**config.mk**
```make
export PLATFORM = sky130hd
export DESIGN_NAME = wb_program_loader_flat
export DESIGN_NICKNAME = d
export VERILOG_FILES = /design/src/rtl/wb_program_loader_if.sv /design/src/rtl/wb_program_loader.sv /design/src/flat_wrapper.sv
export SDC_FILE = /design/constraint.sdc
export NUM_CORES = 1
export LEC_CHECK = 0
export BUFFER_PORTS_ARGS = -buffer_cell sky130_fd_sc_hd__clkbuf_2
export CORE_AREA = 8 8 192 194
export DETAILED_ROUTE_END_ITERATION = 8
export DIE_AREA = 0 0 200 202
export GPL_TIMING_DRIVEN = 0
export PLACE_DENSITY_LB_ADDON = 0.15
export RECOVER_POWER = 100
export SYNTH_ARGS = -nofsm -noshare
export SYNTH_HDL_FRONTEND = slang
export SYNTH_SLANG_ARGS = --single-unit
```
**constraint.sdc**
```tcl
create_clock -name clk -period 6 [get_ports clk]
set_clock_uncertainty 0.1 [all_clocks]
set_input_delay 1.2 -clock clk [delete_from_list [all_inputs] [get_ports clk]]
set_output_delay 1.2 -clock clk [all_outputs]
set_load 0.05 [all_outputs]
```
**src/rtl/wb_program_loader_if.sv**
```systemverilog
`default_nettype none
// ============================================================================
//  Module   : wb_program_loader_if
//  Purpose  : Bundles the program-word source handshake and the Wishbone
//             classic bus seen by wb_program_loader.
//  Signals  : src_valid/src_data/src_ready  - valid/ready word source
//             cyc_o/stb_o/we_o/adr_o/dat_o   - Wishbone master outputs
//             dat_i/ack_i                    - Wishbone slave responses
//  Modports : master - the loader's view
//             slave  - the source + memory side view
//  Revision : 1.0  initial release
// ============================================================================
interface wb_program_loader_if #(
  parameter int DATA_W = 32,
  parameter int ADDR_W = 32
) ();
  logic              src_valid;
  logic [DATA_W-1:0] src_data;
  logic              src_ready;
  logic              cyc_o;
  logic              stb_o;
  logic              we_o;
  logic [ADDR_W-1:0] adr_o;
  logic [DATA_W-1:0] dat_o;
  logic [DATA_W-1:0] dat_i;
  logic              ack_i;

  modport master (
    input  src_valid, src_data, dat_i, ack_i,
    output src_ready, cyc_o, stb_o, we_o, adr_o, dat_o
  );

  modport slave (
    output src_valid, src_data, dat_i, ack_i,
    input  src_ready, cyc_o, stb_o, we_o, adr_o, dat_o
  );
endinterface
`default_nettype wire

```
**src/rtl/wb_program_loader.sv**
```systemverilog
`default_nettype none
// ============================================================================
//  Module   : wb_program_loader
//  Purpose  : Wishbone classic master that copies NUM_WORDS program words
//             from a valid/ready source into memory at BASE_ADDR+i, reads the
//             region back, compares running sums, and on a match hands the
//             memory to the core via core_select.
//  Ports    : clk         - system clock, rising edge
//             reset       - asynchronous, active-high
//             start       - 1-cycle pulse, accepted in IDLE/DONE/ERROR
//             bus         - source handshake + Wishbone master (interface)
//             core_select - 0 = loader owns memory, 1 = core owns memory
//             busy        - high in FETCH/WRITE/READ/CHECK
//             done        - high in DONE (verified load)
//             error       - high in ERROR, cleared by start or reset
//  Revision : 1.0  initial release
// ============================================================================
module wb_program_loader #(
  parameter int                DATA_W    = 32,
  parameter int                ADDR_W    = 32,
  parameter logic [ADDR_W-1:0] BASE_ADDR = '0,
  parameter int                NUM_WORDS = 100,
  parameter int                TIMEOUT   = 255
) (
  input  logic                  clk,
  input  logic                  reset,
  input  logic                  start,
  wb_program_loader_if.master   bus,
  output logic                  core_select,
  output logic                  busy,
  output logic                  done,
  output logic                  error
);

  localparam logic [2:0] S_IDLE  = 3'd0;
  localparam logic [2:0] S_FETCH = 3'd1;
  localparam logic [2:0] S_WRITE = 3'd2;
  localparam logic [2:0] S_READ  = 3'd3;
  localparam logic [2:0] S_CHECK = 3'd4;
  localparam logic [2:0] S_DONE  = 3'd5;
  localparam logic [2:0] S_ERROR = 3'd6;

  localparam int              IDX_W    = 16;
  localparam int              TMO_W    = $clog2(TIMEOUT + 1);
  localparam logic [IDX_W-1:0] LAST_IDX = IDX_W'(NUM_WORDS - 1);
  localparam logic [TMO_W-1:0] TMO_LAST = TMO_W'(TIMEOUT - 1);

  logic [2:0]        state_q,       state_d;
  logic [IDX_W-1:0]  idx_q,         idx_d;
  logic [DATA_W-1:0] wr_sum_q,      wr_sum_d;
  logic [DATA_W-1:0] rd_sum_q,      rd_sum_d;
  logic [TMO_W-1:0]  tmo_q,         tmo_d;
  logic              cyc_q,         cyc_d;
  logic              stb_q,         stb_d;
  logic              we_q,          we_d;
  logic [ADDR_W-1:0] adr_q,         adr_d;
  logic [DATA_W-1:0] dat_q,         dat_d;
  logic              core_select_q, core_select_d;

  logic              w_xfer;
  logic              w_stall;
  logic              w_last;
  logic [ADDR_W-1:0] w_cur_adr;

  // A transfer completes only while the strobe is up; stray acks are ignored.
  assign w_xfer    = stb_q & bus.ack_i;
  assign w_stall   = stb_q & ~bus.ack_i;
  assign w_last    = (idx_q == LAST_IDX);
  assign w_cur_adr = BASE_ADDR + ADDR_W'(idx_q);

  always_comb begin
    state_d       = state_q;
    idx_d         = idx_q;
    wr_sum_d      = wr_sum_q;
    rd_sum_d      = rd_sum_q;
    tmo_d         = tmo_q;
    cyc_d         = cyc_q;
    stb_d         = stb_q;
    we_d          = we_q;
    adr_d         = adr_q;
    dat_d         = dat_q;
    core_select_d = core_select_q;

    unique case (state_q)
      S_IDLE, S_DONE, S_ERROR: begin
        if (start) begin
          state_d       = S_FETCH;
          idx_d         = '0;
          wr_sum_d      = '0;
          rd_sum_d      = '0;
          tmo_d         = '0;
          cyc_d         = 1'b1;
          stb_d         = 1'b0;
          we_d          = 1'b0;
          core_select_d = 1'b0;
        end
      end

      S_FETCH: begin
        // Latch the word and strobe on the next cycle; the FETCH cycle itself
        // provides the mandatory strobe-low gap between writes.
        if (bus.src_valid) begin
          dat_d    = bus.src_data;
          adr_d    = w_cur_adr;
          wr_sum_d = wr_sum_q + bus.src_data;
          stb_d    = 1'b1;
          we_d     = 1'b1;
          state_d  = S_WRITE;
        end
      end

      S_WRITE: begin
        if (w_xfer) begin
          stb_d = 1'b0;
          tmo_d = '0;
          if (w_last) begin
            idx_d   = '0;
            we_d    = 1'b0;
            state_d = S_READ;
          end else begin
            idx_d   = idx_q + 1'b1;
            state_d = S_FETCH;
          end
        end
      end

      S_READ: begin
        if (!stb_q) begin
          // Strobe-low cycle after every completed transfer, then re-strobe.
          stb_d = 1'b1;
          we_d  = 1'b0;
          adr_d = w_cur_adr;
        end else if (bus.ack_i) begin
          rd_sum_d = rd_sum_q + bus.dat_i;
          stb_d    = 1'b0;
          tmo_d    = '0;
          if (w_last) begin
            cyc_d   = 1'b0;
            state_d = S_CHECK;
          end else begin
            idx_d = idx_q + 1'b1;
          end
        end
      end

      S_CHECK: begin
        if (wr_sum_q == rd_sum_q) begin
          core_select_d = 1'b1;
          state_d       = S_DONE;
        end else begin
          state_d = S_ERROR;
        end
      end

      default: begin
        state_d = S_IDLE;
      end
    endcase

    // Slave watchdog overrides the normal flow: after TIMEOUT unacknowledged
    // strobe cycles the bus is released and the load is abandoned.
    if (w_stall) begin
      if (tmo_q == TMO_LAST) begin
        state_d       = S_ERROR;
        cyc_d         = 1'b0;
        stb_d         = 1'b0;
        we_d          = 1'b0;
        core_select_d = 1'b0;
        tmo_d         = '0;
      end else begin
        tmo_d = tmo_q + 1'b1;
      end
    end
  end

  always_ff @(posedge clk or posedge reset) begin
    if (reset) begin
      state_q       <= S_IDLE;
      idx_q         <= '0;
      wr_sum_q      <= '0;
      rd_sum_q      <= '0;
      tmo_q         <= '0;
      cyc_q         <= 1'b0;
      stb_q         <= 1'b0;
      we_q          <= 1'b0;
      adr_q         <= '0;
      dat_q         <= '0;
      core_select_q <= 1'b0;
    end else begin
      state_q       <= state_d;
      idx_q         <= idx_d;
      wr_sum_q      <= wr_sum_d;
      rd_sum_q      <= rd_sum_d;
      tmo_q         <= tmo_d;
      cyc_q         <= cyc_d;
      stb_q         <= stb_d;
      we_q          <= we_d;
      adr_q         <= adr_d;
      dat_q         <= dat_d;
      core_select_q <= core_select_d;
    end
  end

  assign bus.src_ready = (state_q == S_FETCH);
  assign bus.cyc_o     = cyc_q;
  assign bus.stb_o     = stb_q;
  assign bus.we_o      = we_q;
  assign bus.adr_o     = adr_q;
  assign bus.dat_o     = dat_q;

  assign core_select = core_select_q;
  assign done        = (state_q == S_DONE);
  assign error       = (state_q == S_ERROR);
  assign busy        = (state_q == S_FETCH) | (state_q == S_WRITE) |
                       (state_q == S_READ)  | (state_q == S_CHECK);

endmodule
`default_nettype wire
```
**src/flat_wrapper.sv**
```systemverilog
// flat-port wrapper written by rule: the top's interface ports become plain ports
module wb_program_loader_flat 
#(
  parameter int                DATA_W    = 32,
  parameter int                ADDR_W    = 32,
  parameter logic [ADDR_W-1:0] BASE_ADDR = '0,
  parameter int                NUM_WORDS = 100,
  parameter int                TIMEOUT   = 255
)
  (clk, reset, start, core_select, busy, done, error, bus_src_valid, bus_src_data, bus_dat_i, bus_ack_i, bus_src_ready, bus_cyc_o, bus_stb_o, bus_we_o, bus_adr_o, bus_dat_o);
  wb_program_loader_if #(.DATA_W(DATA_W), .ADDR_W(ADDR_W)) bus_i ();
  input  logic clk;
  input  logic reset;
  input  logic start;
  output logic core_select;
  output logic busy;
  output logic done;
  output logic error;
  input wire logic [$bits(bus_i.src_valid)-1:0] bus_src_valid;
  input wire logic [$bits(bus_i.src_data)-1:0] bus_src_data;
  input wire logic [$bits(bus_i.dat_i)-1:0] bus_dat_i;
  input wire logic [$bits(bus_i.ack_i)-1:0] bus_ack_i;
  output wire logic [$bits(bus_i.src_ready)-1:0] bus_src_ready;
  output wire logic [$bits(bus_i.cyc_o)-1:0] bus_cyc_o;
  output wire logic [$bits(bus_i.stb_o)-1:0] bus_stb_o;
  output wire logic [$bits(bus_i.we_o)-1:0] bus_we_o;
  output wire logic [$bits(bus_i.adr_o)-1:0] bus_adr_o;
  output wire logic [$bits(bus_i.dat_o)-1:0] bus_dat_o;
  assign bus_i.src_valid = bus_src_valid;
  assign bus_i.src_data = bus_src_data;
  assign bus_i.dat_i = bus_dat_i;
  assign bus_i.ack_i = bus_ack_i;
  assign bus_src_ready = bus_i.src_ready;
  assign bus_cyc_o = bus_i.cyc_o;
  assign bus_stb_o = bus_i.stb_o;
  assign bus_we_o = bus_i.we_o;
  assign bus_adr_o = bus_i.adr_o;
  assign bus_dat_o = bus_i.dat_o;
  wb_program_loader #(.DATA_W(DATA_W), .ADDR_W(ADDR_W), .BASE_ADDR(BASE_ADDR), .NUM_WORDS(NUM_WORDS), .TIMEOUT(TIMEOUT)) u_core (.clk(clk), .reset(reset), .start(start), .bus(bus_i), .core_select(core_select), .busy(busy), .done(done), .error(error));
endmodule
```
==> flow_metrics.py <==
metrics = {
    "outcome": {
        "run_status": "finished, violations left",
        "violations_in_the_final_reports": "max-capacitance violations, max-slew violations",
    },
    "power_and_ir_drop": {
        "report.power.total_uw": 2295,
        "switchingPower_uw": 570.8,
        "max-vdd-ir-drop_mv": 0.1978,
        "gate_power_share": 0.070,
        "power_density_nw_per_um2": 207.1,
        "p_sw_frac": 0.2487,
        "power_leakage_uw": 0.005259,
        "power.share.sequential": 0.420,
        "power.internal_uw": 1725,
        "clock_power_share": 0.510,
    },
    "global_routing": {
        "grt_pass1_wl_mm": 45.70,
        "largest_net_degree_at_the_start_of_global_routing": 108,
        "grt_use_total": 0.1450,
        "antenna_found_initial": 0,
        "gr-total-overflow": 0,
        "first_global_vias": 8062,
    },
    "setup_path": {
        "crit_end_element": "flip-flop",
        "slowest_stage": "sky130_fd_sc_hd__fa_1",
        "crit_path_max_fanout": 4,
        "path_buf_inv": 1,
        "endpoint": "u_core.rd_sum_q[30]",
        "worst_r2r_path_cells": 13,
        "path_class": "in -> reg",
        "data_arrival_time_at_the_worst_slack_endpoint_ns": 4.60,
        "critical-path-top-delay-family": "compound AO/OA/AOI/OAI gates",
        "timing.critical_path.cells": "clkbuf_1 > ha_1 > fa_1 > a21o_1 > a21o_1 > a31oi_1 > a31oi_1 > a211o_1 > a21o_1 > a31o_1 > a311o_1 > a21oi_1 > xor2_1 > o22ai_1",
        "r2r_setup_slack_ns": 2.08,
        "cpMostUsedCell": "sky130_fd_sc_hd__a21o_1",
        "critical_path.reg2reg.startpoint": "u_core.rd_sum_q[0]",
        "worstSetupPathDepth": 14,
        "max_stage_delay_ns": 0.41,
        "cp-startpoint": "bus_dat_i[0]",
        "reg2reg_to": "u_core.rd_sum_q[30]",
        "cp_data_required_time_ns": 6.19,
        "cp-start-kind": "input pin",
    },
    "cts": {
        "tritoncts.num_buffers": 17,
        "clock_tree_sinks": 143,
        "cts_htree_levels": 4,
        "max-clock-path-buffers": 2,
        "post-cts-setup-buffer-count": 0,
        "root_buffer_selected_by_cts": "sky130_fd_sc_hd__clkbuf_16",
        "clk_pin_slew_ns": 0.06,
        "clk_latency_ns": 0.44,
        "ctsResizeCount": 0,
        "clock_tree_from_tritoncts": "built",
        "ctsHoldBuffers": 0,
    },
    "synth": {
        "postSynth.topFlopCell": "sky130_fd_sc_hd__dfrtp_1",
        "yosys.area.top_type_share": 0.3853,
        "asyncSetResetFlopFracSynth": 1.000,
        "yosys_register_bits": 143,
        "synth_cells": 1058,
        "post_synth_most_frequent_cells": "204 x sky130_fd_sc_hd__nand2_1, 143 x sky130_fd_sc_hd__dfrtp_1, 75 x sky130_fd_sc_hd__o21ai_0",
        "synth.lib_cells_used.distinct": 66,
        "netlist_top_cells_area": "sky130_fd_sc_hd__dfrtp_1 39%, sky130_fd_sc_hd__ha_1 8.8%, sky130_fd_sc_hd__nand2_1 8.2%",
        "synth_seq_area_share": 0.3853,
        "postSynthAreaPerCell_um2": 8.779,
        "dominant_cell_type_by_area_after_synthesis": "sky130_fd_sc_hd__dfrtp_1",
        "count_of_flip_flops_with_a_built_in_enable_after_synthesis": 0,
        "synth-warning-count": 0,
        "synth.most_common_cell": "sky130_fd_sc_hd__nand2_1",
        "synth_area_um2": 9288,
    },
    "timing": {
        "holdWs_ns": 0.3758,
        "timing_hold_violations_final": 0,
        "finalMaxSlewViolations": 37,
        "timing.max_slew.rel_slack": -0.2038,
        "setup_total_negative_slack_ns": 0,
        "actual_slew_at_the_worst_max_slew_pin_ns": 1.796,
        "timing.final.crit_share": 0.7360,
        "maxClockFrequency_mhz": 226.4,
        "finalWorstPathRequiredPeriod_ns": 4.416,
        "final-setup-viol-count": 0,
        "grt_setup_unrepaired": "false",
    },
    "route": {
        "drtPass1Iterations": 5,
        "routed_wl_per_cell_um": 17.22,
        "drt_wl_total_mm": 29.00,
        "drt_iter0_markers": 428,
        "post-route-drc-count": 0,
        "viasPerCell": 4.757,
        "num_vias": 8010,
        "ant_nets": 0,
    },
    "layout": {
        "syn_to_final_growth_pct": 19.36,
        "final_layout_size_suffix_gt1_frac": 0.1050,
        "final_net_count": 1353,
        "antenna_cells_inserted": 0,
        "layout.cell_area.non_filler_um2": 11090,
    },
    "floorplan": {
        "floorplan.die.height_um": 202,
        "placeable_area_um2": 33950,
        "io_pins": 141,
        "floorplan.initialDensity": 0.2736,
        "die_outline_area_um2": 40400,
        "width_of_the_die_um": 200,
        "rows": 68,
    },
    "hold_path": {
        "min_path_type": "reg -> reg",
        "beginning_of_the_worst_hold_path": "u_core.bus.dat_o[9]",
    },
    "placed_design": {
        "detailedPlacementHpwl_mm": 22.71,
        "globalplace.congestion": 0.8218,
        "dpl_cell_area_um2": 10560,
        "io_buffer_count": 123,
    },
    "job": {
        "drv.max_cap_violation_count": 1,
    },
}
## worst reg2reg max path, stage by stage (launching register included)
cell and delay (ns):
sky130_fd_sc_hd__dfrtp_1 0.41, sky130_fd_sc_hd__ha_1 0.23, sky130_fd_sc_hd__fa_1 0.41, sky130_fd_sc_hd__a21o_1 0.17
sky130_fd_sc_hd__a21o_1 0.21, sky130_fd_sc_hd__a31oi_1 0.31, sky130_fd_sc_hd__a31oi_1 0.22, sky130_fd_sc_hd__a211o_1 0.34
sky130_fd_sc_hd__a21o_1 0.22, sky130_fd_sc_hd__a31o_1 0.29, sky130_fd_sc_hd__a311o_1 0.34, sky130_fd_sc_hd__a21oi_1 0.18
sky130_fd_sc_hd__xor2_1 0.22, sky130_fd_sc_hd__o22ai_1 0.11
## stage by stage
stage / worst slack (ns) / utilization / cells
after global routing: 1.419 / 0.3266 / 1684
after CTS: 1.772 / 0.3299 / 1684
final: 1.584 / 0.3266 / 1684
after global placement: -1.349 / 0.3102 / 1651
after floorplan: 0.8621 / - / 1073
after detailed placement: 1.326 / 0.3112 / 1652
## worst min-delay path by stage
stage / to / depth (start not counted)
after floorplan: u_core.tmo_q[7] / 1
after global placement: u_core.bus.dat_o[31] / 2
after detailed placement: u_core.bus.dat_o[13] / 2
after CTS: u_core.bus.dat_o[8] / 2
after global routing: u_core.bus.dat_o[27] / 2
final: u_core.bus.dat_o[9] / 2
## layer usage
metal / vias up / GRT usage / routed length, µm
li1: 4059 / - / -
met1: 3789 / 0.1943 / 13880
met2: 143 / 0.2391 / 13810
met3: 19 / 0.02611 / 1044
met4: 0 / 0.03154 / 272
met5: - / 0 / 0
## state kept, by name, indices dropped and copies added, names as in the netlist
name,flops
u_core.wr_sum_q,32
u_core.bus.adr_o,16
u_core.bus.we_o,1
u_core.bus.cyc_o,1
u_core.tmo_q,8
u_core.bus.dat_o,32
u_core.idx_q,16
u_core.state_q,3
u_core.core_select,1
u_core.rd_sum_q,32
u_core.bus.stb_o,1
## cell type report
class	instances	area [µm²]
buffer	48	240.2
clock buffer	18	429.2
clock inverter	14	205.2
fill	3603	22860
inverter	27	102.6
multi-input combinational	855	5393
sequential	143	3578
tap	455	569.3
timing repair buffer	124	568.0
## power groups by stage
stage	clock [µW]	combinational, µW	sequential [µW]
2_1_floorplan	0	106	982
3_3_place_gp	0	162	982
3_5_place_dp	0	165	982
4_1_cts	1200	166	964
5_1_grt	1240	180	963
6_report	1170	161	964
## cells by family after synthesis
group,Yosys count,share of synthesized area
AOI/OAI and AO/OA,289,0.1959
DFF,143,0.3853
xor gates and xnor gates,101,0.09524
other,1,0.0004038
and+or+nand+nor,365,0.1731
muxes,15,0.01805
adders and majority gates,69,0.09511
buffers and inverters,75,0.03691
## placed cells by master, fill, tap and decap left out, types with 17 or more instances in the layout
cell,netlist,layout
sky130_fd_sc_hd__nor2_1,56,56
sky130_fd_sc_hd__clkbuf_1,30,93
sky130_fd_sc_hd__xnor2_1,64,64
sky130_fd_sc_hd__dfrtp_1,143,143
sky130_fd_sc_hd__ha_1,65,65
sky130_fd_sc_hd__o22ai_1,29,29
sky130_fd_sc_hd__a21oi_1,70,71
sky130_fd_sc_hd__inv_1,26,25
sky130_fd_sc_hd__a21o_1,29,29
sky130_fd_sc_hd__nor3_1,17,17
sky130_fd_sc_hd__clkbuf_2,0,63
sky130_fd_sc_hd__clkbuf_16,0,17
sky130_fd_sc_hd__nand2_1,204,204
sky130_fd_sc_hd__xor2_1,37,37
sky130_fd_sc_hd__o21ai_0,75,77
sky130_fd_sc_hd__nand3_1,21,21
(Power assumes the default switching activity.)
